## config.mk

```make
export PLATFORM = sky130hd
export DESIGN_NAME = renode_apb3_requester
export DESIGN_NICKNAME = d
export VERILOG_FILES = /design/src/rtl/renode_pkg.sv /design/src/rtl/renode_timeout_counter.sv /design/src/rtl/renode_apb3_requester.sv
export SDC_FILE = /design/constraint.sdc
export NUM_CORES = 1
export LEC_CHECK = 0
export BUFFER_PORTS_ARGS = -buffer_cell sky130_fd_sc_hd__clkbuf_2
export CORE_ASPECT_RATIO = 1.75
export CORE_MARGIN = 2
export CORE_UTILIZATION = 52
export CTS_BUF_LIST = sky130_fd_sc_hd__clkbuf_4
export DETAILED_ROUTE_END_ITERATION = 6
export PLACE_DENSITY = 0.88
export SYNTH_ARGS = -nofsm -noshare
export SYNTH_HDL_FRONTEND = slang
export SYNTH_HIERARCHICAL = 1
export SYNTH_SLANG_ARGS = --single-unit
```

## constraint.sdc

```tcl
create_clock -name clk -period 3.58 [get_ports clk]
set_input_delay 0.358 -clock clk [delete_from_list [all_inputs] [get_ports clk]]
set_output_delay 0.358 -clock clk [all_outputs]
set_load 0.03 [all_outputs]
```

## src/rtl/renode_pkg.sv

```systemverilog
// Shared types for the renode co-simulation bus requesters.
// Default-width address/data types and the APB requester state encoding.
package renode_pkg;

  localparam int AddressWidthDefault = 32;
  localparam int DataWidthDefault    = 32;

  typedef logic [AddressWidthDefault-1:0] address_t;
  typedef logic [DataWidthDefault-1:0]    data_t;

  typedef enum logic [1:0] {
    IDLE    = 2'd0,
    SETUP   = 2'd1,
    ACCESS  = 2'd2,
    RESPOND = 2'd3
  } apb_requester_state_e;

endpackage

```

## src/rtl/renode_timeout_counter.sv

```systemverilog
// Wait-cycle counter shared by the bus requesters: expired is raised while the
// count sits at Limit-1, so Limit enabled cycles elapse before a requester gives up.
module renode_timeout_counter #(
  parameter int Limit = 100
) (
  input  logic clk,
  input  logic rst_n,
  input  logic clear,
  input  logic enable,
  output logic expired
);

  if (Limit == 0) begin : g_off
    assign expired = 1'b0;
  end else begin : g_on
    localparam int CntW = (Limit > 1) ? $clog2(Limit) : 1;
    localparam logic [CntW-1:0] LastCnt = CntW'(Limit - 1);

    logic [CntW-1:0] cnt_q;

    assign expired = (cnt_q == LastCnt);

    // Saturates at LastCnt so expired stays up until the owner clears it.
    always_ff @(posedge clk or negedge rst_n) begin
      if (!rst_n) begin
        cnt_q <= '0;
      end else if (clear) begin
        cnt_q <= '0;
      end else if (enable && !expired) begin
        cnt_q <= cnt_q + CntW'(1);
      end
    end
  end

endmodule

```

## src/rtl/renode_apb3_requester.sv

```systemverilog
// APB3 requester behind the co-simulation bus controller: one request at a time,
// SETUP/ACCESS on APB, registered response with slave-error and timeout status.
module renode_apb3_requester
  import renode_pkg::*;
#(
  parameter int AddressWidth  = AddressWidthDefault,
  parameter int DataWidth     = DataWidthDefault,
  parameter int TimeoutCycles = 100
) (
  input  logic                    clk,
  input  logic                    rst_n,
  input  logic                    req_valid,
  output logic                    req_ready,
  input  logic                    req_write,
  input  logic [AddressWidth-1:0] req_address,
  input  logic [DataWidth-1:0]    req_data,
  output logic                    resp_valid,
  input  logic                    resp_ready,
  output logic [DataWidth-1:0]    resp_data,
  output logic                    resp_error,
  output logic                    resp_timeout,
  output logic                    psel,
  output logic                    penable,
  output logic                    pwrite,
  output logic [AddressWidth-1:0] paddr,
  output logic [DataWidth-1:0]    pwdata,
  input  logic [DataWidth-1:0]    prdata,
  input  logic                    pready,
  input  logic                    pslverr
);

  apb_requester_state_e state_q;

  logic                    psel_q, penable_q, pwrite_q;
  logic [AddressWidth-1:0] paddr_q;
  logic [DataWidth-1:0]    pwdata_q;
  logic                    resp_valid_q, resp_error_q, resp_timeout_q;
  logic [DataWidth-1:0]    resp_data_q;

  logic cnt_clear, cnt_enable, cnt_expired;

  // Counter only runs across ACCESS wait states; everywhere else it is held at zero.
  assign cnt_clear  = (state_q != ACCESS);
  assign cnt_enable = (state_q == ACCESS) && !pready;

  renode_timeout_counter #(
    .Limit (TimeoutCycles)
  ) u_timeout (
    .clk     (clk),
    .rst_n   (rst_n),
    .clear   (cnt_clear),
    .enable  (cnt_enable),
    .expired (cnt_expired)
  );

  always_ff @(posedge clk or negedge rst_n) begin
    if (!rst_n) begin
      state_q        <= IDLE;
      psel_q         <= 1'b0;
      penable_q      <= 1'b0;
      pwrite_q       <= 1'b0;
      paddr_q        <= '0;
      pwdata_q       <= '0;
      resp_valid_q   <= 1'b0;
      resp_error_q   <= 1'b0;
      resp_timeout_q <= 1'b0;
      resp_data_q    <= '0;
    end else begin
      case (state_q)
        IDLE: begin
          if (req_valid) begin
            state_q  <= SETUP;
            psel_q   <= 1'b1;
            pwrite_q <= req_write;
            paddr_q  <= req_address;
            pwdata_q <= req_data;
          end
        end
        SETUP: begin
          state_q   <= ACCESS;
          penable_q <= 1'b1;
        end
        ACCESS: begin
          // pready takes priority over an expiring counter on the same edge.
          if (pready) begin
            state_q        <= RESPOND;
            psel_q         <= 1'b0;
            penable_q      <= 1'b0;
            resp_valid_q   <= 1'b1;
            resp_error_q   <= pslverr;
            resp_timeout_q <= 1'b0;
            resp_data_q    <= (pwrite_q || pslverr) ? '0 : prdata;
          end else if (cnt_expired) begin
            state_q        <= RESPOND;
            psel_q         <= 1'b0;
            penable_q      <= 1'b0;
            resp_valid_q   <= 1'b1;
            resp_error_q   <= 1'b1;
            resp_timeout_q <= 1'b1;
            resp_data_q    <= '0;
          end
        end
        RESPOND: begin
          if (resp_ready) begin
            state_q      <= IDLE;
            resp_valid_q <= 1'b0;
          end
        end
        default: state_q <= IDLE;
      endcase
    end
  end

  assign req_ready    = (state_q == IDLE);
  assign psel         = psel_q;
  assign penable      = penable_q;
  assign pwrite       = pwrite_q;
  assign paddr        = paddr_q;
  assign pwdata       = pwdata_q;
  assign resp_valid   = resp_valid_q;
  assign resp_data    = resp_data_q;
  assign resp_error   = resp_error_q;
  assign resp_timeout = resp_timeout_q;

endmodule

```

==> results.json <==
{
  "io_pins": 206,
  "post-route-util_pct": 68.18,
  "p_comb_share_pct": 48.5,
  "yosys.area_share.simple_pct": 4.496,
  "slowest_delay_ns": 0.47,
  "antenna_found_initial": 0,
  "async_flop_share_pct": 100.0,
  "core_mm2": 0.008203,
  "powerDensity_mw_per_mm2": 944.3,
  "relSlewSlack_pct": 21.73,
  "initial_utilization_pct": 53.26,
  "path_clk_slew_ns": 0.15,
  "holdCritPathClass": "in -> async",
  "clkLatencyLatePin_ns": 0.46,
  "rr_startpoint": "state_q[0]$_DFFE_PN0P_",
  "placementRows": 44,
  "fp.dieW_um": 73.29,
  "cp-end-kind": "flip-flop",
  "drc": 0,
  "routed_wl_um": 9674,
  "finalMaxSlewViolations": 0,
  "layout_min_cycle_time_ns": 2.485,
  "grt_overflow": 0,
  "die_area_mm2": 0.009180,
  "ir_drop_mv": 0.5045,
  "ys_ff_latch": 111,
  "r2r.worst_path.cells": 7,
  "synth-compound-area-share_pct": 9.737,
  "rrSetupSlack_ns": 1.10,
  "drt_pass1_iterations": 4,
  "final_cell_area_mm2": 0.005593,
  "cts_resized": 0,
  "crit_cells": 7,
  "p_int_mw": 2.961,
  "wire_per_inst_um": 16.26,
  "synth_area_leader_cell": "dfrtp_1",
  "cp_slowest_cell": "nor2_1",
  "synthMuxAreaShare_pct": 17.01,
  "ys.flop_type": "dfrtp_1",
  "postCtsSetupBuffers": 0,
  "ys_top_cells_by_count": "dfrtp_1 (111), mux2_2 (65), a22o_1 (32)",
  "netlist_top_cells_area": "dfrtp_1 (64%), mux2_2 (17%), a22o_1 (6.4%)",
  "criticalPathCategory": "reg -> reg",
  "area_growth_syn_to_layout_pct": 28.01,
  "post-route-period-util_pct": 69.41,
  "grt_usage_pct": 20.84,
  "drt_iter0_drc": 120,
  "ant_nets": 0,
  "fin_skew_ns": 0.01376,
  "crit_path_frequent_cell": "inv_1",
  "outcome": "completed",
  "synth_area_per_cell_um2": 14.81,
  "netlist_area_mm2": 0.004369,
  "synth_xor_area_share_pct": 0.4009,
  "ctsHoldBuffers": 0,
  "clock-sinks": 111,
  "die_y_um": 125.3,
  "required_ns": 3.97,
  "switching_share_pct": 43.93,
  "start_kind": "flip-flop",
  "grt_start_max_net_pins": 97,
  "cts_tree": "built",
  "dp_hpwl_um": 7285,
  "vias": 3181,
  "grt_pass1_vias": 3261,
  "yosysSeqAreaShare_pct": 63.57,
  "synth_top_family_by_area": "multiplexers",
  "diodes": 0,
  "placed_cell_area_mm2": 0.005434,
  "cts.htree.levels": 3,
  "finalSetupViolations": 0,
  "crit_chain": "inv_1 -> ha_1 -> inv_1 -> nor2_1 -> nand4_1 -> or3_1 -> a21oi_1",
  "synth_fa_ha_area_share_pct": 1.432,
  "clk_path_buf_depth": 2,
  "cts-root-buf": "clkbuf_4",
  "grt_pass1_wl_um": 14810,
  "place_congestion": 0.7428,
  "pwr-share-seq_pct": 38.7,
  "final_nets": 606,
  "cap_violations": 0,
  "numCtsBuffers": 9,
  "worst_pin_slew_ns": 1.174,
  "fin_setup_tns_ns": 0,
  "synthCells": 295,
  "finalHoldViolCount": 0,
  "leakage_nw": 2.888,
  "max_freq_mhz": 402.4,
  "crit_arrival_ns": 2.87,
  "port_buffers": 205,
  "synth_most_common_cell": "dfrtp_1",
  "drive_gt1_share_pct": 58.45,
  "cp_top_family": "simple AND/OR/NAND/NOR gates",
  "path_buf_inv": 2,
  "rsz0062_at_grt": "false",
  "p_switching_mw": 2.320,
  "viasPerCell": 5.346,
  "synth.distinct_cells": 36,
  "synth_top_area_share_pct": 63.57,
  "pwr-share-clk_pct": 12.8,
  "synth_enable_flop_cells": 0,
  "synth_nets": 403,
  "crit_fanout": 11,
  "timing.rr.end": "u_timeout/g_on.cnt_q[6]$_DFFE_PN0P_",
  "ys_warn_count": 6
}
cell families (layout without fill, tap and decap cells):
| kind of cell | Yosys count | in the layout |
|---|---|---|
| buffers and inverters | 23 | 231 |
| muxes | 66 | 66 |
| AOI/OAI and AO/OA | 54 | 54 |
| adders and majority gates | 5 | 5 |
| xor gates and xnor gates | 2 | 2 |
| and+or+nand+nor | 34 | 34 |
| DFF | 111 | 111 |
layout by cell type (no fill, tap or decap), types with 3 or more instances in the layout:
cell and count:
inv_1 7, ha_1 5, nand2_1 8, clkbuf_4 10, mux2_2 65, clkbuf_2 204, dfrtp_1 111, a21oi_1 7
buf_4 3, o21ai_0 4, nor2_1 8, a22o_1 32
per-layer routing:
metal / up-vias / part of all wire [%] / track usage, %
li1: 1475 / - / -
met1: 1528 / 38 / 23.18
met2: 150 / 53 / 36.09
met3: 28 / 6.2 / 4.351
met4: 0 / 3.5 / 11.23
met5: - / 0 / 0
flip-flops by register name (all words and copies together), names as in the netlist:
name	count
resp_timeout	1
pwdata	32
resp_valid	1
pwrite	1
resp_data	32
resp_error	1
paddr	32
penable	1
u_timeout/g_on.cnt_q	7
state_q	2
psel	1
stage by stage:
step / setup WS [ns] / power [mW] / cells / hold WS [ns]
6_report: 1.095 / 5.281 / 595 / 0.09565
5_1_grt: 0.8564 / 5.568 / 595 / 0.07203
4_1_cts: 1.137 / 5.338 / 595 / 0.07727
3_5_place_dp: 1.138 / 4.668 / 579 / 0.4911
3_3_place_gp: 1.332 / 4.558 / 579 / 0.4855
2_1_floorplan: 1.626 / 3.890 / 295 / 0.06241
how the worst max path moves through the flow:
stage,startpoint,slack [ns],to
detailed placement,state_q[0]$_DFFE_PN0P_,1.14,u_timeout/g_on.cnt_q[5]$_DFFE_PN0P_
global placement,state_q[0]$_DFFE_PN0P_,1.33,u_timeout/g_on.cnt_q[6]$_DFFE_PN0P_
global route,state_q[0]$_DFFE_PN0P_,0.86,u_timeout/g_on.cnt_q[6]$_DFFE_PN0P_
CTS,state_q[0]$_DFFE_PN0P_,1.14,u_timeout/g_on.cnt_q[5]$_DFFE_PN0P_
finish,state_q[0]$_DFFE_PN0P_,1.10,u_timeout/g_on.cnt_q[6]$_DFFE_PN0P_
floorplan,u_timeout/g_on.cnt_q[0]$_DFFE_PN0P_,1.63,state_q[1]$_DFFE_PN0P_
cell type report:
type                    count  area (µm²)
flip-flops and latches    111        2778
fillers                   574        2610
multi-input cells         161        1451
repair buffers            208        1064
well taps                  92       115.1
clock inverters             6       83.83
clock buffers              10       75.07
inverters                   7       26.28
power by group through the flow:
stage	logic, mW	clock network [mW]	registers, mW
after detailed placement	2.59	0	2.07
after global routing	2.72	0.741	2.11
after CTS	2.59	0.698	2.05
after global placement	2.51	0	2.05
final	2.56	0.675	2.05
after floorplan	0.849	0	3.04
Power figures use the tool's default switching activity.
